==> config.mk <==
export PLATFORM = sky130hd
export DESIGN_NAME = operand_fetch
export DESIGN_NICKNAME = d
export VERILOG_FILES = /design/src/rtl/operand_fetch.sv
export SDC_FILE = /design/constraint.sdc
export NUM_CORES = 1
export LEC_CHECK = 0
export CAP_MARGIN = 10
export CORE_MARGIN = 10
export CORE_UTILIZATION = 38
export CTS_CLUSTER_SIZE = 28
export DETAILED_ROUTE_END_ITERATION = 6
export PLACE_DENSITY = 0.78
export SYNTH_ARGS = -nofsm -noshare
export SYNTH_HDL_FRONTEND = slang
export SYNTH_SLANG_ARGS = --single-unit
export TNS_END_PERCENT = 50
==> constraint.sdc <==
create_clock -name clk -period 1.85 [get_ports clk]
set_clock_uncertainty 0.15 [all_clocks]
set_input_delay 0.2775 -clock clk [delete_from_list [all_inputs] [get_ports clk]]
set_output_delay 0.2775 -clock clk [all_outputs]
set_load 0.05 [all_outputs]
==> src/rtl/operand_fetch.sv <==
// Operand fetch stage: resolves register hazards for the decoded instruction
// (R15 as PC+8, EX/MEM forwarding, load-use bubble) and registers the
// resolved operands for the execute stage.
module operand_fetch #(
  parameter int DATA_W = 32,
  parameter int ADDR_W = 4,
  parameter int CNT_W  = 16
) (
  input  logic              clk,
  input  logic              reset,
  input  logic              in_valid,
  input  logic [DATA_W-1:0] in_pc,
  input  logic [ADDR_W-1:0] in_rn,
  input  logic [ADDR_W-1:0] in_rm,
  input  logic [ADDR_W-1:0] in_rd,
  input  logic              in_use_rn,
  input  logic              in_use_rm,
  input  logic              in_use_imm,
  input  logic [DATA_W-1:0] in_imm,
  input  logic              in_regwrite,
  input  logic              in_is_load,
  input  logic [DATA_W-1:0] rf_data1,
  input  logic [DATA_W-1:0] rf_data2,
  input  logic [DATA_W-1:0] ex_result,
  input  logic              mem_valid,
  input  logic              mem_regwrite,
  input  logic [ADDR_W-1:0] mem_rd,
  input  logic [DATA_W-1:0] mem_result,
  input  logic              hold,
  input  logic              flush,
  output logic              stall,
  output logic              ex_valid,
  output logic [DATA_W-1:0] ex_op_a,
  output logic [DATA_W-1:0] ex_op_b,
  output logic [ADDR_W-1:0] ex_rd,
  output logic              ex_regwrite,
  output logic              ex_is_load,
  output logic [CNT_W-1:0]  stall_count
);

  localparam logic [ADDR_W-1:0] PC_REG = ADDR_W'(15);

  logic [DATA_W-1:0] pc_plus8;
  logic [DATA_W-1:0] op_a;
  logic [DATA_W-1:0] op_b;
  logic [DATA_W-1:0] op_b_reg;
  logic              ex_fwd_ok;
  logic              mem_fwd_ok;
  logic              load_use;

  // Priority: PC read, then younger EX result, then MEM result, then regfile.
  function automatic logic [DATA_W-1:0] resolve(
    input logic [ADDR_W-1:0] src,
    input logic [DATA_W-1:0] rf_val,
    input logic [DATA_W-1:0] pc_val,
    input logic              ex_ok,
    input logic [ADDR_W-1:0] ex_dst,
    input logic [DATA_W-1:0] ex_val,
    input logic              mem_ok,
    input logic [ADDR_W-1:0] mem_dst,
    input logic [DATA_W-1:0] mem_val
  );
    logic [DATA_W-1:0] r;
    r = rf_val;
    if (src == PC_REG)                   r = pc_val;
    else if (ex_ok && (ex_dst == src))   r = ex_val;
    else if (mem_ok && (mem_dst == src)) r = mem_val;
    return r;
  endfunction

  // Operand resolution, load-use detection and the upstream stall.
  always_comb begin
    pc_plus8   = in_pc + DATA_W'(8);
    // A load's ALU result is only an address, so it is never forwarded from EX.
    ex_fwd_ok  = ex_valid & ex_regwrite & ~ex_is_load;
    mem_fwd_ok = mem_valid & mem_regwrite;
    op_a = resolve(in_rn, rf_data1, pc_plus8, ex_fwd_ok, ex_rd, ex_result,
                   mem_fwd_ok, mem_rd, mem_result);
    op_b_reg = resolve(in_rm, rf_data2, pc_plus8, ex_fwd_ok, ex_rd, ex_result,
                       mem_fwd_ok, mem_rd, mem_result);
    op_b = in_use_imm ? in_imm : op_b_reg;
    load_use = in_valid & ex_valid & ex_is_load & ex_regwrite & (ex_rd != PC_REG) &
               ((in_use_rn & (in_rn == ex_rd)) |
                (in_use_rm & ~in_use_imm & (in_rm == ex_rd)));
    stall = hold | (load_use & ~flush);
  end

  // Execute-stage register: reset > flush > hold > bubble > capture.
  always_ff @(posedge clk) begin
    if (reset) begin
      ex_valid    <= 1'b0;
      ex_op_a     <= '0;
      ex_op_b     <= '0;
      ex_rd       <= '0;
      ex_regwrite <= 1'b0;
      ex_is_load  <= 1'b0;
      stall_count <= '0;
    end else if (flush) begin
      ex_valid    <= 1'b0;
      ex_regwrite <= 1'b0;
      ex_is_load  <= 1'b0;
    end else if (hold) begin
      ex_valid    <= ex_valid;
    end else if (load_use) begin
      ex_valid    <= 1'b0;
      ex_regwrite <= 1'b0;
      ex_is_load  <= 1'b0;
      if (stall_count != {CNT_W{1'b1}}) stall_count <= stall_count + CNT_W'(1);
    end else begin
      ex_valid    <= in_valid;
      ex_op_a     <= op_a;
      ex_op_b     <= op_b;
      ex_rd       <= in_rd;
      ex_regwrite <= in_valid & in_regwrite;
      ex_is_load  <= in_valid & in_is_load;
    end
  end

endmodule

==> metrics.txt <==
status=complete, but fails checks; failing checks=setup timing; initial DRC count=619; RePlAce Congestion=1.03; Max FO, Critical Path=4; Critical Path Start=ex_rd[3]; Num CTS Buffers=9; crit path kind=reg2out; die height=149 um; Period minus WS final=2.22 ns; die area=22200 um2; maximum clock path buffer count=2; commonest non-fill, non-tap cells in the layout=236 x buf_4, 187 x clkdlybuf4s50_1, 76 x dfxtp_1; Port Buffers=307; RSZ-0062 raised after global routing=yes; vias post-DR=8770; critical path cell sequence=xnor2_2, nand4_1, o22ai_4, buf_6, a21o_1, buf_12; clock insertion delay at the later pin of the skew report=0.35 ns; final setup fails=87; post-synth top area cell=dfxtp_1; Slew HR=0.644; initial antenna violation count=5; Crit path buffers/inverters=2; Max Freq=450 MHz; share of cells above drive strength 1=0.378; CTS Root Buffer Type=clkbuf_16; crit-path leading delay family=compound AO/OA/AOI/OAI gates; CP arrival=1.80 ns; core footprint=16500 um2; Power Dens Cells=503 nW/um2; commonest non-fill, non-tap cell in the layout=buf_4; final core utilization=0.748; Hold Path Origin=reset; Syn-to-layout area delta=94.6%; CTS tree=built; Netlist cell types=72; row count=47; worst slew pin tran=0.534 ns; clk sinks=87; top cells by area, synth=dfxtp_1 28%, mux2i_1 7.1%, xnor2_1 5.7%, a21oi_1 4.8%, o21ai_0 4.3%; area of placed instances=10700 um2; TritonRoute pass-1 iters=5; Synth top area share=0.275; pin count of the biggest net entering global routing=35; FF-to-FF Start=ex_rd[3]; first-pass GRT wire length=51.2 mm; DRC violations left=0; Synth async-reset ratio=0; antenna viol nets, final=0; CP max stage cell=dfxtp_4; clk slew on worst S/H paths=0.08 ns; number of synthesized flops with an enable pin=0; Peak VDD IR=0.000466 V; nets=1460; Critical Path RT=1.42 ns; Post-DP HPWL=26.2 mm; initial core utilization=0.384; cell area after synthesis=6330 um2; H-tree depth=3; R2R depth=8; leak pwr=0.00510 uW; Post-Route WL=36.4 mm; Syn Nets=1007; Syn Inst Count=785; worst min path class=in2reg; hold depth=3; flops & latches, synth=87; detailed-route vias per instance=5.98; post-route setup slack=-0.374 ns; DIE WIDTH=149 um; Top FF cell, synth=dfxtp_1; Setup crit start kind=register; max-slew violations=0; # hold bufs at CTS=0; Final Hold Violating Endpoints=0; pre-CTS WS=-0.821 ns; Stages on worst setup path=6; GR Util All Layers=0.296; Crit. End Element=output pin; Synth warnings=0; vias in the first global route=8769; GR Overflow Total=0; Max-Cap Viols=0; I/O Pins=308; fin area=12300 um2; Hold WS=0.265 ns; critical path's largest stage delay=0.40 ns; routed len/inst=24.8 um; Seq/Total Area, Yosys=0.275; period utilization=1.20; syn avg cell area=8.06 um2
[synth_stat cells, types with 17 or more instances]
| library cell | instances |
|---|---|
| mux2i_1 | 45 |
| nor2_1 | 49 |
| a21oi_1 | 61 |
| and3_1 | 22 |
| nand2_1 | 56 |
| xnor2_1 | 41 |
| nand3_1 | 44 |
| o21ai_0 | 55 |
| dfxtp_1 | 87 |
| buf_2 | 17 |
| nand4_1 | 26 |
| a21o_1 | 19 |
| a211oi_1 | 20 |
| clkbuf_1 | 39 |
[report_power, final]
part           switching [uW]  leakage (uW)  total (uW)  internal (uW)
Clock                     873      0.000151        2010           1140
Combinational            1120       0.00423        2160           1040
Sequential               61.7      0.000719        2020           1960
Total                    2050       0.00510        6200           4140
[state kept, by name, indices dropped and copies added (netlist names)]
name	cells
ex_valid	1
ex_op_b	32
ex_is_load	1
ex_regwrite	1
stall_count	16
ex_rd	4
ex_op_a	32
[cells by family (layout without fill, tap and decap cells)]
| group | Yosys count | after routing | share of synthesized area |
|---|---|---|---|
| AO/OA/AOI/OAI | 263 | 263 | 0.297 |
| adder cells (fa/ha/maj) | 2 | 2 | 0.00395 |
| flip-flops | 87 | 87 | 0.275 |
| buffers and inverters | 73 | 529 | 0.0561 |
| AND/OR/NAND/NOR | 263 | 265 | 0.224 |
| XOR/XNOR | 51 | 51 | 0.0706 |
| multiplexers | 46 | 46 | 0.0730 |
| other | 0 | 4 | 0 |
[worst register-to-register path, stage by stage, from the launching register on]
cell	delay, ns
dfxtp_4	0.40
xnor2_2	0.12
nand4_1	0.22
buf_4	0.23
o221ai_4	0.33
or3_4	0.26
buf_6	0.11
a211oi_2	0.03
a311o_1	0.26
[per-stage QoR]
step                setup TNS (ns)  std cells  total power, uW
floorplan                    -9.38        785             2910
global placement            -56.18       1398             3980
detailed placement          -60.74       1398             3990
CTS                         -18.76       1443             6080
global route                -27.42       1466             6400
finish                      -20.19       1467             6200
[what timing repair did]
action | in CTS | in global routing
resized for setup | 114 | 93
endpoints found under the setup margin | 88 | 88
pin swaps | 38 | 30
buffers inserted | 24 | 9
gates cloned | 5 | 13
[metal layers]
layer | part of all wire | up-vias | wire (um) | global-route usage
met2 | 0.48 | 514 | 17500 | 0.499
li1 | - | 3954 | - | -
met1 | 0.38 | 4191 | 13900 | 0.343
met4 | 0.046 | 2 | 1680 | 0.131
met3 | 0.093 | 109 | 3380 | 0.0828
met5 | 0.00030 | - | 11 | 0
[layout make-up]
cell class / instances / area (um2)
diodes: 4 / 10.0
clock buffers: 11 / 254
clock inverters: 5 / 61.3
fillers: 1230 / 4150
inverters: 4 / 15.0
multi-input cells: 627 / 5020
flip-flops and latches: 87 / 1770
well taps: 220 / 275
repair buffers: 509 / 4910
[final timing paths]
path / to / slack [ns]
hold reg to reg: ex_op_b[13] / 0.32
setup reg to reg: ex_op_a[10] / -0.36
setup / recovery: stall / -0.37
hold / removal: ex_op_b[9] / 0.27
Power figures use the tool's default switching activity.
